==> src/rtl/valu_sequencer_pkg.sv <==
// Shared constants for the vector ALU sequencer: ALU opcodes, FSM encoding and size defaults.
package valu_sequencer_pkg;

    localparam int unsigned VlmaxDefault = 32;
    localparam int unsigned AluOpW       = 4;

    localparam logic [AluOpW-1:0] AluAdd = 4'h0;
    localparam logic [AluOpW-1:0] AluSub = 4'h1;
    localparam logic [AluOpW-1:0] AluAnd = 4'h2;
    localparam logic [AluOpW-1:0] AluOr  = 4'h3;
    localparam logic [AluOpW-1:0] AluXor = 4'h4;
    localparam logic [AluOpW-1:0] AluSll = 4'h5;
    localparam logic [AluOpW-1:0] AluSrl = 4'h6;
    localparam logic [AluOpW-1:0] AluSra = 4'h7;

    typedef enum logic [1:0] {
        StIdle,
        StRun,
        StDrain,
        StDone
    } valu_state_e;

endpackage

==> src/rtl/valu_idx_counter.sv <==
// Element index counter: synchronous load, increment, saturating at the terminal index.
module valu_idx_counter #(
    parameter int unsigned Width = 5
) (
    input  logic             clk,
    input  logic             rst_n,
    input  logic             load_i,
    input  logic [Width-1:0] load_val_i,
    input  logic             inc_i,
    input  logic [Width-1:0] last_i,
    output logic [Width-1:0] cnt_o,
    output logic             tc_o
);

    logic [Width-1:0] cnt_q, cnt_d;

    assign cnt_o = cnt_q;
    assign tc_o  = (cnt_q == last_i);

    always_comb begin
        cnt_d = cnt_q;
        if (load_i) begin
            cnt_d = load_val_i;
        end else if (inc_i && !tc_o) begin
            // Holding at the terminal index keeps the counter from wrapping.
            cnt_d = cnt_q + Width'(1);
        end
    end

    always_ff @(posedge clk or negedge rst_n) begin
        if (!rst_n) begin
            cnt_q <= '0;
        end else begin
            cnt_q <= cnt_d;
        end
    end

endmodule

==> src/rtl/valu_sequencer.sv <==
// Vector ALU sequencer: streams element reads through an external ALU and writes results back.
module valu_sequencer
    import valu_sequencer_pkg::*;
#(
    parameter int unsigned N     = 32,
    parameter int unsigned VLMAX = VlmaxDefault
) (
    input  logic                     clk,
    input  logic                     rst_n,
    input  logic                     req_valid,
    output logic                     req_ready,
    input  logic [3:0]               req_op,
    input  logic [$clog2(VLMAX):0]   req_vl,
    input  logic                     abort,
    output logic [$clog2(VLMAX)-1:0] rd_idx,
    output logic                     rd_en,
    input  logic [N-1:0]             rd_a,
    input  logic [N-1:0]             rd_b,
    output logic [N-1:0]             alu_a,
    output logic [N-1:0]             alu_b,
    output logic [3:0]               alu_op,
    input  logic [N-1:0]             alu_out,
    input  logic                     alu_ovf,
    output logic                     wb_en,
    output logic [$clog2(VLMAX)-1:0] wb_idx,
    output logic [N-1:0]             wb_data,
    output logic                     busy,
    output logic                     done,
    output logic                     ovf_sticky
);

    localparam int unsigned IdxW = $clog2(VLMAX);
    localparam int unsigned VlW  = IdxW + 1;

    valu_state_e state_q, state_d;

    logic [3:0]      op_q, op_d;
    logic [IdxW-1:0] last_q, last_d;
    logic [IdxW-1:0] widx_q, widx_d;
    logic            valid_q, valid_d;
    logic            ovf_q, ovf_d;

    logic [IdxW-1:0] cnt;
    logic            tc;
    logic            accept;
    logic            abort_act;
    logic [VlW-1:0]  vl_clamp;

    valu_idx_counter #(
        .Width (IdxW)
    ) u_idx_counter (
        .clk        (clk),
        .rst_n      (rst_n),
        .load_i     (accept),
        .load_val_i ({IdxW{1'b0}}),
        .inc_i      (rd_en),
        .last_i     (last_q),
        .cnt_o      (cnt),
        .tc_o       (tc)
    );

    always_comb begin
        vl_clamp  = (req_vl > VlW'(VLMAX)) ? VlW'(VLMAX) : req_vl;
        abort_act = abort && ((state_q == StRun) || (state_q == StDrain));

        state_d   = state_q;
        accept    = 1'b0;
        req_ready = 1'b0;
        rd_en     = 1'b0;
        done      = 1'b0;
        busy      = 1'b1;

        case (state_q)
            StIdle: begin
                req_ready = 1'b1;
                busy      = 1'b0;
                if (req_valid) begin
                    accept  = 1'b1;
                    state_d = (vl_clamp == '0) ? StDone : StRun;
                end
            end
            StRun: begin
                if (abort_act) begin
                    state_d = StDone;
                end else begin
                    rd_en = 1'b1;
                    if (tc) begin
                        state_d = StDrain;
                    end
                end
            end
            StDrain: begin
                state_d = StDone;
            end
            StDone: begin
                done    = 1'b1;
                state_d = StIdle;
            end
            default: begin
                state_d = StIdle;
            end
        endcase
    end

    // Write-back follows its read by one cycle; abort suppresses the in-flight element.
    always_comb begin
        wb_en   = valid_q && !abort_act;
        valid_d = rd_en;
        widx_d  = rd_en ? cnt : widx_q;
        op_d    = accept ? req_op : op_q;
        last_d  = accept ? IdxW'(vl_clamp - VlW'(1)) : last_q;

        ovf_d = ovf_q;
        if (accept) begin
            ovf_d = 1'b0;
        end else if (wb_en && alu_ovf) begin
            ovf_d = 1'b1;
        end

        rd_idx     = rd_en ? cnt : '0;
        wb_idx     = wb_en ? widx_q : '0;
        wb_data    = wb_en ? alu_out : '0;
        alu_a      = valid_q ? rd_a : '0;
        alu_b      = valid_q ? rd_b : '0;
        alu_op     = valid_q ? op_q : 4'h0;
        ovf_sticky = ovf_q;
    end

    always_ff @(posedge clk or negedge rst_n) begin
        if (!rst_n) begin
            state_q <= StIdle;
            op_q    <= '0;
            last_q  <= '0;
            widx_q  <= '0;
            valid_q <= 1'b0;
            ovf_q   <= 1'b0;
        end else begin
            state_q <= state_d;
            op_q    <= op_d;
            last_q  <= last_d;
            widx_q  <= widx_d;
            valid_q <= valid_d;
            ovf_q   <= ovf_d;
        end
    end

endmodule

==> config.mk <==
export PLATFORM = sky130hd
export DESIGN_NAME = valu_sequencer
export DESIGN_NICKNAME = d
export VERILOG_FILES = /design/src/rtl/valu_sequencer_pkg.sv /design/src/rtl/valu_idx_counter.sv /design/src/rtl/valu_sequencer.sv
export SDC_FILE = /design/constraint.sdc
export NUM_CORES = 1
export LEC_CHECK = 0
export BUFFER_PORTS_ARGS = -buffer_cell sky130_fd_sc_hd__buf_2
export CAP_MARGIN = 25
export CORE_AREA = 2 2 87 89
export CTS_CLUSTER_SIZE = 28
export DETAILED_ROUTE_END_ITERATION = 7
export DIE_AREA = 0 0 89 91
export PLACE_DENSITY_LB_ADDON = 0.12
export SLEW_MARGIN = 20
export SYNTH_ARGS = -nofsm -noshare
export SYNTH_HDL_FRONTEND = slang
export SYNTH_SLANG_ARGS = --single-unit
==> constraint.sdc <==
create_clock -name clk -period 2 [get_ports clk]
set_input_delay 0.1 -clock clk [delete_from_list [all_inputs] [get_ports clk]]
set_output_delay 0.1 -clock clk [all_outputs]
set_load 0.005 [all_outputs]
==> results of run 1 <==
[synth_stat cells]
master,instances
nor2_2,1
nor4b_2,1
and3_1,37
ha_1,6
xnor2_1,1
clkbuf_1,15
a211oi_2,1
and2_2,2
nor2b_1,2
o21a_1,1
mux2i_1,5
nor2_1,3
a21boi_2,1
o21ai_0,4
dfrtp_1,23
buf_1,1
nand3_1,2
nor3_1,3
o211a_1,1
inv_1,4
nand4_1,3
and2_1,73
nor4bb_1,1
mux2_2,10
nor3_4,1
nand2_1,17
a21oi_1,7
o221ai_1,2
nand2b_1,4
or3_1,1
buf_2,2
xor2_1,6
[metrics by stage]
stage	util, %	instances	hold WS, ns	area (um^2)
floorplan	-	241	-0.1956	1987
global placement	45.30	556	0.1231	3233
detailed placement	45.30	556	0.1242	3233
CTS	46.09	561	0.05281	3289
global route	46.13	561	0.06149	3292
finish	46.13	561	0.05789	3292
[what timing repair did]
action | in CTS | in global routing
hold buffers | 1 | 0
setup endpoints to repair | 0 | 30
resized for setup | 0 | 1
endpoints found under the hold margin | 23 | 0
[cells by family after synthesis]
family | Yosys count | synth area share, %
buf+inv | 22 | 4.282
mux | 15 | 8.187
simple gates | 151 | 45.97
fa+ha+maj | 6 | 3.778
compound gates | 17 | 5.731
flops | 23 | 28.97
xor+xnor | 7 | 3.086
[routing by layer]
layer  track usage, %  up-vias  routed length (um)
met4            5.224        0                 180
li1                 -     1241                   -
met3            3.455       12                 676
met1            25.45     1072                3575
met5                0        -                   0
met2            30.72      103                3693
[power breakdown]
group	switching, W	internal [W]	total, W
clock	0.000156	0.000139	0.000295
combinational	0.000872	0.000831	0.00170
sequential	0.000171	0.000627	0.000798
[layout make-up]
type | count | area, um^2
clock buffers | 3 | 41.29
clock inverters | 1 | 5.005
fillers | 789 | 3845
inverters | 4 | 15.01
multi-input cells | 196 | 1329
flip-flops and latches | 23 | 576.8
well taps | 99 | 123.9
repair buffers | 235 | 1201
[flip-flops by register name (all words and copies together) (netlist names)]
name,flops
op_q,4
ovf_sticky,1
widx_q,5
valid_q,1
u_idx_counter.cnt_o,5
state_q,2
last_q,5
[path summary, 6_finish.rpt]
check                           cells past startpoint  startpoint                      to  slack (ns)
worst max register to register                      7  state_q[1]  u_idx_counter.cnt_o[3]        0.35
worst min register to register                      1     op_q[0]                 op_q[0]        0.51
worst max-delay path                                6  state_q[1]              wb_data[6]        0.14
max in group asynchronous                           2       rst_n                 valid_q        1.27
min in group asynchronous                           2       rst_n               widx_q[3]        0.34
worst min-delay path                                2   req_valid              ovf_sticky        0.06
[worst max-delay path, cell delays in order, from the launching register on]
cell     delay [ns]
dfrtp_1        0.40
inv_1          0.11
ha_1           0.27
nand2_2        0.16
buf_4          0.22
and3_1         0.20
buf_2          0.13
==> impl_metrics.py, run 1 <==
metrics = {
    "setup_path": {
        "endpoint_kind": "output port",
        "cp_max_fo": 14,
        "worstPathArrival_ns": 1.76,
        "required_ns": 1.90,
        "crit_type": "flop to output port",
        "start_kind": "flop",
    },
    "clock_network": {
        "clockBufferDepth": 2,
        "tritoncts": "built",
        "cts_setup_buffers": 0,
        "cts.sinks": 23,
        "cts_buffers": 3,
        "path_clk_slew_ns": 0.08,
        "cts_root_buf": "clkbuf_8",
        "clk_latency_ns": 0.26,
        "htreeDepth": 1,
    },
    "routing": {
        "first_pass_iters": 4,
        "viasPerCell": 4.328,
        "drtAntennaViolNets": 0,
        "num_vias": 2428,
        "drcViolationCount": 0,
        "wl_um": 8127,
        "drtIter0Drc": 54,
        "avgRoutedWirePerCell_um": 14.49,
    },
    "global_routing": {
        "grt_pass1_wl_um": 12110,
        "overflow": 0,
        "grt_pass1_vias": 2298,
        "grt_max_degree": 49,
        "antenna_found_initial": 0,
        "track_usage_pct": 18.90,
    },
    "die": {
        "core_area_mm2": 0.007137,
        "die_h_um": 91,
        "die-width_um": 89,
        "dieArea_mm2": 0.008099,
        "placementRows": 31,
        "ioPinCount": 227,
        "start_util_pct": 27.84,
    },
    "timing": {
        "slew_violations": 0,
        "tightest_slew_ns": 0.5769,
        "fin_ws_ns": 0.1432,
        "fin_tns_setup_ns": 0,
        "setup_viol": 0,
        "period_minus_slack_ns": 1.857,
        "fin_crit_sh_pct": 92.84,
        "rsz0062_at_grt": "no",
        "final_hold_viol_count": 0,
        "fmax_ghz": 0.5386,
        "finClkSkew_ns": 0.004366,
        "relSlewSlack_pct": 61.54,
    },
    "yosys": {
        "synthCells": 241,
        "netlist_area_mm2": 0.001987,
        "ys_ff_latch": 23,
        "syn_nets": 358,
        "ys_seq_area_share_pct": 28.97,
        "netlist.area_leader.share_pct": 28.97,
        "ys_types": 32,
        "synthTopCellsByArea": "dfrtp_1, and2_1, and3_1",
        "yosysWarnings": 0,
        "synth_top_area_cell": "dfrtp_1",
        "avgSynthCellArea_um2": 8.244,
    },
    "hold_path": {
        "min_path_type": "input port to flop",
    },
    "power_and_ir_drop": {
        "p_total_w": 0.002796,
        "peakVddDrop_uv": 348.0,
        "power_per_cell_area_mw_per_mm2": 849.2,
        "p_leak_nw": 2.134,
    },
    "layout": {
        "final_cell_mix": "buf_2, and2_1, and3_1",
        "drive_gt1_share_pct": 55.63,
        "nets": 580,
        "layout_commonest_cell": "buf_2",
        "diodes": 0,
        "area_growth_pct": 65.68,
    },
    "placement": {
        "gp_congestion": 0.8548,
        "hpwl_um": 6719,
        "port-buffer-count": 226,
        "place_ws_ns": 0.3445,
    },
    "run_status": {
        "status": "finished, final reports clean",
    },
    "job": {
        "drv_cap": 0,
    },
}
Power figures use the tool's default switching activity.
==> run 2, diff against run 1 <==
--- a/config.mk
+++ b/config.mk
@@ -12,6 +12,7 @@
 export DETAILED_ROUTE_END_ITERATION = 7
 export DIE_AREA = 0 0 89 91
 export PLACE_DENSITY_LB_ADDON = 0.12
+export SKIP_CTS_REPAIR_TIMING = 1
 export SLEW_MARGIN = 20
 export SYNTH_ARGS = -nofsm -noshare
 export SYNTH_HDL_FRONTEND = slang
==> constraint.sdc (replaced) <==
create_clock -name clk -period 2 [get_ports clk]
set_input_delay 0 -clock clk [delete_from_list [all_inputs] [get_ports clk]]
set_output_delay 0 -clock clk [all_outputs]
set_load 0.005 [all_outputs]
==> run 2 against run 1 <==
- total power increased by 0.15%
- maximum frequency increased by 3.7%
- count of clock-buffer cells in the layout increased by 1
- sequential share of layout area decreased by 0.25 points
- non-clock buffer count increased by 4
- worst setup slack improved by 0.066 ns
- critical path depth unchanged
- largest cell class unchanged
- final area increased by 1.7%
- routed wire length decreased by 2.3%
==> impl_metrics.py, run 2 (synthesis gave the netlist of run 1 again) <==
metrics = {
    "run_status": {
        "status": "finished, final reports clean",
    },
    "power_and_ir_drop": {
        "seqPwrFrac_pct": 29.3,
        "p_leak_nw": 2.149,
        "p_int_w": 0.001607,
        "switching_share_pct": 42.62,
        "power_per_cell_area_mw_per_mm2": 836.5,
        "peakVddDrop_uv": 313.5,
        "power_frac_comb_pct": 60.3,
        "clockPowerShare_pct": 10.4,
        "p_sw_w": 0.001193,
    },
    "layout": {
        "area_growth_pct": 68.45,
        "layout_commonest_cell": "buf_2",
        "postLayoutCoreUtil_pct": 46.90,
        "fin_cells": 566,
        "final_cell_mix": "buf_2, and2_1, and3_1",
        "nets": 584,
        "drive_gt1_share_pct": 54.72,
    },
    "timing": {
        "period_minus_slack_ns": 1.791,
        "fin_ws_ns": 0.2088,
        "tightest_slew_ns": 0.6531,
        "final_hold_viol_count": 0,
        "slew_violations": 0,
        "finClkSkew_ns": 0.001093,
        "relSlewSlack_pct": 56.46,
        "rsz0062_at_grt": "no",
        "fmax_ghz": 0.5583,
        "fin_crit_sh_pct": 89.56,
        "setup_viol": 0,
        "fin_tns_setup_ns": 0,
    },
    "placement": {
        "port-buffer-count": 226,
        "gp_congestion": 0.9084,
        "hpwl_um": 6457,
        "place_ws_ns": 0.3166,
        "placedCellCount": 555,
    },
    "routing": {
        "drcViolationCount": 0,
        "first_pass_iters": 4,
        "drtIter0Drc": 67,
        "avgRoutedWirePerCell_um": 14.02,
        "num_vias": 2490,
        "wl_um": 7937,
        "viasPerCell": 4.399,
        "drtAntennaViolNets": 0,
    },
    "setup_path": {
        "max_stage_delay_ns": 0.44,
        "crit_type": "flop to output port",
        "required_ns": 2.00,
        "slowest_stage": "dfrtp_2",
        "r2r_setup_slack_ns": 0.31,
        "crit_chain": "inv_1, ha_1, nand2_1, buf_4, and3_1, buf_2",
        "endpoint_kind": "output port",
        "worstPathArrival_ns": 1.79,
        "start_kind": "flop",
        "reg2reg_from": "state_q[1]",
        "reg2reg_depth": 7,
        "cp-startpoint": "state_q[0]",
        "r2r_end": "u_idx_counter.cnt_o[4]",
        "cp_max_fo": 16,
    },
    "global_routing": {
        "gr-usage-met1_pct": 24.73,
        "grt_max_degree": 52,
        "overflow": 0,
        "track_usage_pct": 17.98,
        "globalRouteMet2Util_pct": 28.48,
        "antenna_found_initial": 0,
        "grt.met3_usage_pct": 3.909,
        "grt.busiest_layer": "met2",
        "grt_pass1_wl_um": 11470,
        "grt_pass1_vias": 2157,
    },
    "hold_path": {
        "hold_depth": 3,
        "min_to": "ovf_sticky",
        "min_path_type": "input port to flop",
        "holdCritStartpoint": "alu_ovf",
    },
    "clock_network": {
        "cts_root_buf": "clkbuf_8",
        "clockBufferDepth": 2,
        "cts.sinks": 23,
        "clk_latency_ns": 0.26,
        "tritoncts": "built",
        "cts_buffers": 3,
        "htreeDepth": 1,
        "path_clk_slew_ns": 0.08,
    },
    "die": {
        "core_area_mm2": 0.007137,
        "ioPinCount": 227,
        "die_h_um": 91,
        "die-width_um": 89,
        "dieArea_mm2": 0.008099,
        "start_util_pct": 27.84,
        "placementRows": 31,
    },
    "job": {
        "drv_cap": 0,
    },
}
-- run 2: cell types whose count changed in the layout (fill, tap and decap cells not counted) --
cell,delta
buf_12,+1
dfrtp_1,-1
dfrtp_2,+1
clkinv_2,-1
clkbuf_1,+1
diode_2,+1
dlygate4sd3_1,+5
nand2_2,-1
buf_4,-2
nand2_1,+1
-- run 2: power groups by stage --
stage / Sequential [W] / Clock [W] / Combinational, W
detailed placement: 0.000831 / 0 / 0.00169
finish: 0.000821 / 0.000291 / 0.00169
floorplan: 0.000733 / 0 / 0.00104
global route: 0.000863 / 0.000326 / 0.00188
global placement: 0.000824 / 0 / 0.00168
CTS: 0.000821 / 0.000304 / 0.00169
-- run 2: layout make-up --
type | instances | area [um^2]
tap | 99 | 123.9
sequential | 23 | 578.1
timing repair buffer | 239 | 1256
fill | 765 | 3790
clock buffer | 4 | 45.04
multi-input combinational | 196 | 1326
inverter | 4 | 15.01
antenna | 1 | 2.502
-- run 2: stage by stage --
step	total power, W	area [um^2]	hold slack, ns
2_1_floorplan	0.001768	1987	-0.2956
3_3_place_gp	0.002501	3238	0.01844
3_5_place_dp	0.002519	3238	0.02362
4_1_cts	0.002817	3283	-0.2651
5_1_grt	0.003069	3344	0.04011
6_report	0.002800	3347	0.01248
-- run 2: worst max-delay path, delay by kind of cell, from the launching register on --
kind | cells | cell delay (ns)
flops | 1 | 0.44
buf+inv | 3 | 0.42
simple gates | 2 | 0.36
fa+ha+maj | 1 | 0.30
-- run 2: per-layer routing --
| metal | wire length [um] | vias to the layer above |
|---|---|---|
| li1 | - | 1258 |
| met1 | 3490 | 1109 |
| met2 | 3559 | 111 |
| met3 | 747 | 12 |
| met4 | 140 | 0 |
| met5 | 0 | - |
-- run 2: worst max-delay path by stage --
stage                     depth (start not counted)                endpoint
after CTS                                         6              wb_data[5]
after detailed placement                          7              state_q[1]
final                                             6              wb_data[5]
after global placement                            6  u_idx_counter.cnt_o[4]
after global routing                              6              wb_data[6]
after floorplan                                   4               widx_q[0]
==> run 3, diff against run 2 <==
==> constraint.sdc (replaced) <==
create_clock -name clk -period 1.85 [get_ports clk]
set_input_delay 0 -clock clk [delete_from_list [all_inputs] [get_ports clk]]
set_output_delay 0 -clock clk [all_outputs]
set_load 0.005 [all_outputs]
==> run 3 against run 2 <==
- first-iteration DRC count decreased by 22%
- global-route usage down 0.29 points
- register-to-register slack worse by 0.10 ns
- die area unchanged
- sequential cell count is the same
- non-clock buffer count increased by 2
- combinational power grew 11%
- sequential share of layout area shrank 0.11 points
- critical path depth is the same
- routed wire length shrank 1.9%
- core utilization is 0.19 points higher
- final area is 0.41% higher
- critical path type unchanged
- largest cell class unchanged
==> impl_metrics.py, run 3 (synthesis gave the netlist of run 1 again) <==
metrics = {
    "timing": {
        "final_hold_viol_count": 0,
        "finClkSkew_ns": 0.003098,
        "fmax_ghz": 0.5960,
        "tightest_slew_ns": 0.5497,
        "period_minus_slack_ns": 1.678,
        "slew_violations": 0,
        "fin_tns_setup_ns": 0,
        "relSlewSlack_pct": 63.35,
        "rsz0062_at_grt": "no",
        "fin_crit_sh_pct": 90.70,
        "setup_viol": 0,
    },
    "routing": {
        "drtAntennaViolNets": 0,
        "drtIter0Drc": 52,
        "drcViolationCount": 0,
        "avgRoutedWirePerCell_um": 13.74,
        "viasPerCell": 4.376,
        "num_vias": 2481,
        "wl_um": 7788,
        "first_pass_iters": 4,
    },
    "die": {
        "dieArea_mm2": 0.008099,
        "die-width_um": 89,
        "core_area_mm2": 0.007137,
        "die_h_um": 91,
        "start_util_pct": 27.84,
        "ioPinCount": 227,
        "placementRows": 31,
    },
    "hold_path": {
        "min_path_type": "input port to flop",
        "min_to": "ovf_sticky",
        "hold_depth": 3,
        "holdCritStartpoint": "alu_ovf",
    },
    "global_routing": {
        "grt_pass1_wl_um": 11280,
        "overflow": 0,
        "antenna_found_initial": 0,
        "track_usage_pct": 17.69,
        "grt_max_degree": 50,
        "grt_pass1_vias": 2209,
    },
    "setup_path": {
        "endpoint_kind": "output port",
        "crit_type": "flop to output port",
        "worstPathArrival_ns": 1.68,
        "required_ns": 1.85,
        "r2r_setup_slack_ns": 0.21,
        "reg2reg_depth": 7,
        "start_kind": "flop",
        "r2r_end": "u_idx_counter.cnt_o[3]",
        "reg2reg_from": "state_q[1]",
        "cp_max_fo": 21,
    },
    "layout": {
        "postLayoutCoreUtil_pct": 47.09,
        "fin_cells": 567,
        "area_growth_pct": 69.14,
        "fillers": 753,
        "design_area_mm2": 0.003361,
        "drive_gt1_share_pct": 54.91,
        "layout_commonest_cell": "buf_2",
        "nets": 586,
        "diodes": 0,
        "final_cell_mix": "buf_2, and2_1, and3_1",
    },
    "power_and_ir_drop": {
        "peakVddDrop_uv": 470.6,
        "switching_share_pct": 42.07,
        "p_leak_nw": 2.161,
        "p_int_w": 0.001762,
        "p_sw_w": 0.001280,
        "clockPowerShare_pct": 10.4,
        "seqPwrFrac_pct": 27.6,
        "p_total_w": 0.003042,
        "power_frac_comb_pct": 61.9,
        "power_per_cell_area_mw_per_mm2": 905.0,
    },
    "clock_network": {
        "tritoncts": "built",
        "cts_buffers": 3,
        "htreeDepth": 1,
        "path_clk_slew_ns": 0.08,
        "clk_latency_ns": 0.26,
        "clockBufferDepth": 2,
        "cts_root_buf": "clkbuf_8",
        "cts.sinks": 23,
    },
    "job": {
        "drv_cap": 0,
    },
    "placement": {
        "hpwl_um": 6473,
        "placedCellCount": 557,
        "port-buffer-count": 226,
        "place_area_mm2": 0.003253,
        "gp_congestion": 0.8305,
    },
    "run_status": {
        "status": "finished, final reports clean",
    },
}
## run 3: changes by cell type in the layout (fill, tap and decap cells not counted), sizes merged
cell,change
buf,+2
diode,-1
## run 3: how the worst max path moves through the flow
stage	start	endpoint	slack (ns)	depth (start not counted)
after floorplan	state_q[0]	widx_q[0]	0.20	4
after global placement	state_q[1]	u_idx_counter.cnt_o[4]	0.26	7
after detailed placement	state_q[1]	u_idx_counter.cnt_o[4]	0.22	7
after CTS	state_q[1]	wb_data[31]	0.09	6
after global routing	state_q[1]	u_idx_counter.cnt_o[4]	0.02	7
final	state_q[1]	wb_data[13]	0.17	6
## run 3: critical path: stages, from the launching register on
cell and delay, ns:
dfrtp_1 0.40, inv_1 0.12, ha_1 0.27, nand2_2 0.12
buf_4 0.21, and3_1 0.17, buf_2 0.12
## run 3: power groups by stage
stage / combinational (W) / sequential (W) / clock (W)
finish: 0.00188 / 0.000840 / 0.000317
global route: 0.00211 / 0.000868 / 0.000341
CTS: 0.00189 / 0.000842 / 0.000331
detailed placement: 0.00188 / 0.000854 / 0
global placement: 0.00187 / 0.000846 / 0
floorplan: 0.00112 / 0.000792 / 0
## run 3: metal layers
metal	GRT usage [%]	routed length [um]	vias to the layer above
met5	0	0	-
met3	3.455	697	16
met4	5.473	170	0
met1	22.55	3353	1099
met2	29.73	3567	108
li1	-	-	1258
## run 3: through the flow
stage               setup WS [ns]  hold WS [ns]
floorplan                  0.2040       -0.2956
global placement           0.2559       0.02857
detailed placement         0.2180       0.02179
CTS                       0.08741       -0.2747
global route              0.02399       0.06345
finish                     0.1721      0.007003
## run 3: layout make-up
class                      instances  area, um^2  area share [%]
clock buffer                       4       45.04           1.340
inverter                           4       15.01          0.4468
multi-input combinational        196        1329           39.54
sequential                        23       576.8           17.16
tap                               99       123.9           3.686
timing repair buffer             241        1271           37.83
